===== config.mk =====
export PLATFORM = sky130hd
export DESIGN_NAME = mem_access_ctrl
export DESIGN_NICKNAME = d
export VERILOG_FILES = /design/src/rtl/mem_access_ctrl.sv
export SDC_FILE = /design/constraint.sdc
export NUM_CORES = 1
export LEC_CHECK = 0
export BUFFER_PORTS_ARGS = -buffer_cell sky130_fd_sc_hd__buf_2
export CAP_MARGIN = 20
export CORE_AREA = 2 2 181 183
export CTS_CLUSTER_DIAMETER = 120
export DETAILED_ROUTE_END_ITERATION = 7
export DIE_AREA = 0 0 183 185
export GPL_ROUTABILITY_DRIVEN = 0
export GPL_TIMING_DRIVEN = 0
export HOLD_SLACK_MARGIN = 0.15
export PLACE_DENSITY = 0.61
export SLEW_MARGIN = 20
export SYNTH_ARGS = -nofsm -noshare
export SYNTH_HDL_FRONTEND = slang
export SYNTH_SLANG_ARGS = --single-unit

===== constraint.sdc =====
create_clock -name clk -period 1.45 [get_ports clk]
set_input_delay 0 -clock clk [delete_from_list [all_inputs] [get_ports clk]]
set_output_delay 0 -clock clk [all_outputs]
set_load 0.05 [all_outputs]

===== src/rtl/mem_access_ctrl.sv =====
// mem_access_ctrl: memory-stage controller behind the EX/MEM register.
// Runs a request/acknowledge transaction for loads and stores. Stalls the
// pipeline while the access is outstanding. Registers the write-back result
// toward MEM/WB, inserting bubbles while stalled.

module mem_access_ctrl #(
    parameter int TIMEOUT = 15
) (
    input  logic        clk,
    input  logic        reset,
    input  logic [63:0] alu_result_in,
    input  logic [63:0] reg_data2_in,
    input  logic [63:0] bl_write_data_in,
    input  logic [4:0]  rd_in,
    input  logic [5:0]  control_in,
    output logic        stall,
    output logic        mem_req,
    output logic        mem_we,
    output logic [63:0] mem_addr,
    output logic [63:0] mem_wdata,
    input  logic        mem_ack,
    input  logic [63:0] mem_rdata,
    output logic [63:0] wb_data,
    output logic [4:0]  wb_rd,
    output logic        wb_reg_write,
    output logic        mem_fault
);

    typedef enum logic [1:0] {
        IDLE,
        BUSY,
        DONE
    } state_t;

    // The counter holds (BUSY cycles elapsed - 1), so the last allowed BUSY
    // cycle is the one where it equals TIMEOUT-1.
    localparam logic [7:0] LP_LAST_CYCLE = 8'(TIMEOUT - 1);

    state_t      r_state;
    state_t      w_nextState;
    logic [7:0]  r_count;
    logic [63:0] r_loadData;

    logic w_regWrite;
    logic w_memToReg;
    logic w_memRead;
    logic w_memWrite;
    logic w_bl;
    logic w_memOp;
    logic w_issue;
    logic w_ackTake;
    logic w_timeout;
    logic w_unusedFlagWrite;

    assign w_regWrite        = control_in[0];
    assign w_memToReg        = control_in[1];
    assign w_memRead         = control_in[2];
    assign w_memWrite        = control_in[3];
    assign w_bl              = control_in[4];
    assign w_unusedFlagWrite = control_in[5];
    assign w_memOp           = w_memRead | w_memWrite;

    // State register
    always_ff @(posedge clk) begin
        if (reset) begin
            r_state <= IDLE;
        end else begin
            r_state <= w_nextState;
        end
    end

    // Next state, stall, and single-cycle strobes for the datapath
    always_comb begin
        w_nextState = r_state;
        stall       = 1'b0;
        w_issue     = 1'b0;
        w_ackTake   = 1'b0;
        w_timeout   = 1'b0;
        case (r_state)
            IDLE: begin
                if (w_memOp) begin
                    stall       = 1'b1;
                    w_issue     = 1'b1;
                    w_nextState = BUSY;
                end
            end
            BUSY: begin
                stall = 1'b1;
                if (mem_ack) begin
                    w_ackTake   = 1'b1;
                    w_nextState = DONE;
                end else if (r_count == LP_LAST_CYCLE) begin
                    w_timeout   = 1'b1;
                    w_nextState = DONE;
                end
            end
            DONE: begin
                w_nextState = IDLE;
            end
            default: begin
                w_nextState = IDLE;
            end
        endcase
    end

    // Memory request registers, wait counter, captured load data and fault pulse
    always_ff @(posedge clk) begin
        if (reset) begin
            mem_req    <= 1'b0;
            mem_we     <= 1'b0;
            mem_addr   <= '0;
            mem_wdata  <= '0;
            mem_fault  <= 1'b0;
            r_count    <= '0;
            r_loadData <= '0;
        end else begin
            mem_fault <= 1'b0;
            if (w_issue) begin
                mem_req   <= 1'b1;
                mem_we    <= w_memWrite;
                mem_addr  <= alu_result_in;
                mem_wdata <= reg_data2_in;
                r_count   <= '0;
            end else if (r_state == BUSY) begin
                r_count <= r_count + 8'd1;
                if (w_ackTake) begin
                    mem_req    <= 1'b0;
                    r_loadData <= mem_we ? 64'd0 : mem_rdata;
                end else if (w_timeout) begin
                    mem_req    <= 1'b0;
                    r_loadData <= '0;
                    mem_fault  <= 1'b1;
                end
            end
        end
    end

    // Write-back register: bubble while stalled, otherwise pass the selected result
    always_ff @(posedge clk) begin
        if (reset) begin
            wb_data      <= '0;
            wb_rd        <= '0;
            wb_reg_write <= 1'b0;
        end else if (stall) begin
            wb_reg_write <= 1'b0;
        end else begin
            wb_rd        <= rd_in;
            wb_reg_write <= w_regWrite;
            wb_data      <= w_bl       ? bl_write_data_in :
                            w_memToReg ? r_loadData       :
                                         alu_result_in;
        end
    end

endmodule


==> results.json, run 1 <==
{
  "outcome": "complete, but fails checks",
  "violations": "negative setup slack",
  "synth_mux_area_share_pct": 6.14,
  "pin_count": 472,
  "worst_slew_pin_slew_ps": 961,
  "firstDrtPassIters": 5,
  "initial_core_util_pct": 32.6,
  "layout_commonest_cell": "buf_2",
  "synth_flop_cell": "dfxtp_1",
  "synthTopCellsByArea": "dfxtp_1, a22o_1, a21oi_1",
  "grt.total_usage_pct": 25.6,
  "power.leakage_nw": 8.91,
  "syn_nets": 1297,
  "yosys.area_share.simple_pct": 4.30,
  "maxCapViolCount": 0,
  "grt_pass1_wl_mm": 68.2,
  "drtIter0Drc": 528,
  "fin_crit_ps": 1620,
  "gr-usage-met2_pct": 44.7,
  "die-area_um2": 33900,
  "grt_max_degree": 15,
  "timing.fmax_mhz": 616,
  "peakVddDrop_uv": 830,
  "synth_top_family_by_area": "compound AO/OA/AOI/OAI gates",
  "die_y_um": 185,
  "rsz0062_at_grt": "yes",
  "p_per_area_nw_per_um2": 1180,
  "syn_inst": 1025,
  "yosysTopAreaCell": "dfxtp_1",
  "viasPerCell": 5.31,
  "top_usage_layer": "met2",
  "hold_class": "primary input to register",
  "seq_area_frac_synth_pct": 52.7,
  "clock_latency_ps": 560,
  "ys_ff_latch": 275,
  "synth_xor_area_share_pct": 0.0839,
  "tritoncts": "yes",
  "fin_crit_sh_pct": 112,
  "yosysWarnings": 0,
  "clkTransAtPathRegs_ps": 60,
  "finalSetupViolations": 247,
  "detailed_place_hpwl_mm": 29.7,
  "netlist.area_leader.share_pct": 52.7,
  "drt_wl_total_mm": 49.5,
  "htree_levels": 1,
  "synthAdderAreaFrac_pct": 0.240,
  "grt_pass1_vias": 12300,
  "drc_errors": 0,
  "required_ps": 1900,
  "placed_area_um2": 13300,
  "drive_above_1_share_pct": 40.5,
  "endpoint_kind": "register",
  "relSlewSlack_pct": 36.0,
  "hold_violations": 0,
  "fin_cells": 2310,
  "hold_slack_ps": 181,
  "setup_ws_ps": -174,
  "num_vias": 12300,
  "portBuffers": 468,
  "grt_use_met1_pct": 29.8,
  "synthArstFlopShare_pct": 0,
  "synth_compound_area_share_pct": 31.7,
  "syn2layout_area_growth_pct": 87.2,
  "crit_type": "register to register",
  "coreArea_um2": 32000,
  "wl_per_cell_um": 21.4,
  "cp_data_arrival_time_ps": 2070,
  "cp-start-kind": "register",
  "nets": 2152,
  "total_power_mw": 23.0,
  "root_buffer": "clkbuf_16",
  "fp-row-count": 66,
  "critPathMaxFanout": 10,
  "use_met3_pct": 5.13,
  "synth.distinct_cells": 36,
  "fin_skew_ps": 8.88,
  "cts_num_sinks": 275,
  "dp.cells": 1901,
  "final-max-slew-violation-count": 0,
  "syn_area_um2": 10400,
  "final_area_um2": 19500,
  "antenna_left": 0,
  "overflow": 0,
  "final_cell_mix": "buf_2, dlygate4sd3_1, dfxtp_1",
  "antenna_found_initial": 3,
  "avgSynthCellArea_um2": 10.2,
  "die_w_um": 183,
  "cts_buffers": 31,
  "synth_edf_count": 0,
  "cts_max_path_buffers": 3
}
-- cell families after synthesis --
logic type      Yosys count
mux                      64
fa+ha+maj                 2
compound gates          480
simple gates             97
xor+xnor                  1
flops                   275
buf+inv                 106
-- power by group --
part / total (mW) / internal (mW) / switching [mW]
Combinational: 6.46 / 2.67 / 3.79
Clock: 8.05 / 4.78 / 3.28
Sequential: 8.46 / 8.13 / 0.336
Total: 23.0 / 15.6 / 7.41
-- sequential cells by signal, summed over array words and instances (netlist names) --
register      count
mem_fault         1
mem_wdata        64
mem_req           1
r_count           8
mem_addr         64
mem_we            1
r_state           2
wb_rd             5
wb_data          64
r_loadData       64
wb_reg_write      1
-- cells in the mapped netlist, types with 5 or more instances --
| library cell | count |
|---|---|
| buf_6 | 5 |
| buf_2 | 49 |
| nand2_1 | 67 |
| or3_1 | 6 |
| a211oi_1 | 66 |
| a22o_1 | 193 |
| mux2i_1 | 64 |
| inv_1 | 6 |
| clkbuf_1 | 41 |
| dfxtp_1 | 275 |
| nand3_1 | 6 |
| o21ai_0 | 73 |
| a21oi_1 | 141 |
-- what timing repair did --
item                                    CTS  global route
gates resized for setup                 231           133
pin swaps                                46           155
hold endpoints to repair                267             3
buffers inserted                         37            23
gates cloned                             13            23
endpoints found under the setup margin  271           271
hold buffers                            276             1
-- final timing paths --
| kind | start | to | slack (ps) | depth (start not counted) |
|---|---|---|---|---|
| worst max-delay path | r_state[0]$_SDFFE_PP0P_ | mem_wdata[1]$_SDFFE_PP0P_ | -170 | 7 |
| worst min-delay path | reset | mem_addr[40]$_SDFFE_PP0P_ | 180 | 5 |
| worst max register to register | r_state[0]$_SDFFE_PP0P_ | mem_wdata[1]$_SDFFE_PP0P_ | -170 | 7 |
| worst min register to register | mem_wdata[24]$_SDFFE_PP0P_ | mem_wdata[24]$_SDFFE_PP0P_ | 470 | 1 |
-- metal layers --
metal  vias to the layer above  wire length [µm]  share of wire [%]
met4                         2              2320                4.7
met2                       576             24300                 49
met5                         -                13              0.026
met1                      5939             19600                 40
met3                       147              3210                6.5
li1                       5601                 -                  -
-- per-stage QoR --
step | setup TNS [ps] | utilization [%] | setup slack (ps)
2_1_floorplan | 0 | - | 1.31
3_3_place_gp | -162370 | 41.5 | -964
3_5_place_dp | -150800 | 41.5 | -995
4_1_cts | -16560 | 58.1 | -175
5_1_grt | -37120 | 61.0 | -208
6_report | -28450 | 61.0 | -174
-- layout make-up --
class	count	area (µm²)
clock inverter	10	136
tap	408	510
inverter	6	22.5
clock buffer	43	891
timing repair buffer	829	6480
fill	2505	12500
multi-input combinational	644	4900
antenna	2	5.00
buffer	93	1080
sequential	275	5520
-- worst max-delay path, stage by stage, from the launching register on --
cell and delay (ps):
dfxtp_4 370, buf_6 120, o21ba_4 240, a21oi_4 70, buf_12 150, clkbuf_16 180, buf_8 140, a22o_1 230
(Power assumes the default switching activity.)
==> run 2, diff against run 1 <==
--- a/config.mk
+++ b/config.mk
@@ -15,5 +15,5 @@
 export GPL_TIMING_DRIVEN = 0
 export HOLD_SLACK_MARGIN = 0.15
-export PLACE_DENSITY = 0.61
+export PLACE_DENSITY = 0.59
 export SLEW_MARGIN = 20
 export SYNTH_ARGS = -nofsm -noshare
==> constraint.sdc (replaced) <==
create_clock -name clk -period 1.8 [get_ports clk]
set_input_delay 0 -clock clk [delete_from_list [all_inputs] [get_ports clk]]
set_output_delay 0 -clock clk [all_outputs]
set_load 0.1 [all_outputs]
==> results.json, run 2 (synthesis gave the netlist of run 1 again) <==
{
  "outcome": "complete, no violations",
  "nets": 2083,
  "fp-row-count": 66,
  "clock_latency_ps": 560,
  "endpoint_kind": "register",
  "peakVddDrop_uv": 704,
  "power.leakage_nw": 8.05,
  "crit_type": "register to register",
  "worst_path_largest_cell_delay_ps": 420,
  "antenna_left": 0,
  "drc_errors": 0,
  "hold_class": "primary input to register",
  "finalCoreUtilization_pct": 53.8,
  "portBuffers": 468,
  "initial_core_util_pct": 32.6,
  "finalSetupViolations": 0,
  "grt_pass1_vias": 11500,
  "die_w_um": 183,
  "num_vias": 11600,
  "cts_buffers": 31,
  "crit_slowest_cell": "dfxtp_2",
  "htree_levels": 1,
  "critPathMaxFanout": 10,
  "total_power_mw": 18.6,
  "fin_crit_ps": 1750,
  "fin_crit_sh_pct": 97.0,
  "path_cells": "o21ba_2, a21oi_4, buf_4, buf_2, a22o_1",
  "fin_skew_ps": 13.5,
  "grt.total_usage_pct": 24.3,
  "drtIter0Drc": 495,
  "setup_ws_ps": 54.7,
  "syn2layout_area_growth_pct": 65.2,
  "dp.cells": 1901,
  "viasPerCell": 5.15,
  "coreArea_um2": 32000,
  "cts_num_sinks": 275,
  "die-area_um2": 33900,
  "required_ps": 2290,
  "fin_cells": 2246,
  "wl_per_cell_um": 19.4,
  "hold_violations": 0,
  "final_cell_mix": "buf_2, dlygate4sd3_1, dfxtp_1",
  "firstDrtPassIters": 5,
  "die_y_um": 185,
  "drive_above_1_share_pct": 33.3,
  "relSlewSlack_pct": 56.1,
  "pin_count": 472,
  "layout_commonest_cell": "buf_2",
  "timing.fmax_mhz": 573,
  "root_buffer": "clkbuf_16",
  "crit_buf_inv": 2,
  "detailed_place_hpwl_mm": 30.0,
  "dp_slack_ps": -534,
  "worst_slew_pin_slew_ps": 655,
  "p_per_area_nw_per_um2": 1080,
  "final-max-slew-violation-count": 0,
  "tritoncts": "yes",
  "overflow": 0,
  "drt_wl_total_mm": 43.6,
  "clkTransAtPathRegs_ps": 60,
  "grt_pass1_wl_mm": 64.9,
  "antenna_found_initial": 1,
  "maxCapViolCount": 0,
  "rsz0062_at_grt": "no",
  "cp_data_arrival_time_ps": 2230,
  "cts_max_path_buffers": 3,
  "cp_top_family": "compound AO/OA/AOI/OAI gates",
  "grt_max_degree": 16,
  "cp-start-kind": "register"
}
## run 2: cell count changes in the layout (fill, tap and decap cells not counted), sizes merged
cell	previous run	this run
inv	6	8
buf	591	526
clkinvlp	3	2
clkbuf	97	90
clkinv	4	10
bufinv	3	0
dlygate4sd3	277	281
## run 2: what timing repair did
| action | CTS | global route |
|---|---|---|
| endpoints found under the setup margin | 251 | 148 |
| hold buffers | 281 | 0 |
| buffers inserted | 3 | 1 |
| pin swaps | 1 | 1 |
| endpoints found under the hold margin | 267 | 0 |
| resized for setup | 29 | 24 |
## run 2: metrics by stage
step | setup TNS (ps) | hold WS, ps | cell area, µm²
2_1_floorplan | 0 | 76.9 | 10400
3_3_place_gp | -66740 | 203 | 13300
3_5_place_dp | -54900 | 205 | 13300
4_1_cts | 0 | 152 | 17200
5_1_grt | 0 | 182 | 17200
6_report | 0 | 178 | 17300
## run 2: report_power, final
group,switching [mW],internal [mW]
Sequential,0.267,6.55
Combinational,4.12,1.50
Clock,2.64,3.50
## run 2: path summary, 6_finish.rpt
| path | from | end | slack (ps) | cells after the start |
|---|---|---|---|---|
| setup / recovery | r_state[0]$_SDFFE_PP0P_ | mem_addr[50]$_SDFFE_PP0P_ | 50 | 5 |
| hold / removal | control_in[0] | wb_reg_write$_SDFF_PP0_ | 180 | 3 |
| setup reg to reg | r_state[0]$_SDFFE_PP0P_ | mem_addr[50]$_SDFFE_PP0P_ | 50 | 5 |
| hold reg to reg | wb_data[62]$_SDFFE_PP0N_ | wb_data[62]$_SDFFE_PP0N_ | 470 | 1 |
## run 2: layout make-up
cell class	instances	area (µm²)
Fill cell	2830	14800
Tap cell	408	510
Inverter	6	22.5
Buffer	100	546
Multi-Input combinational cell	644	4480
Clock buffer	44	905
Timing Repair Buffer	753	5190
Clock inverter	14	90.1
Antenna cell	2	5.00
Sequential cell	275	5510
## run 2: worst min-delay path, delay by kind of cell
kind	cells	cell delay, ps
AND/OR/NAND/NOR	1	100
buffers and inverters	2	610
## run 2: routing by layer
| layer | routed length, µm | GRT usage [%] |
|---|---|---|
| met1 | 17600 | 28.6 |
| met3 | 2730 | 4.44 |
| met2 | 21800 | 44.3 |
| met5 | 13 | 0 |
| met4 | 1460 | 8.35 |
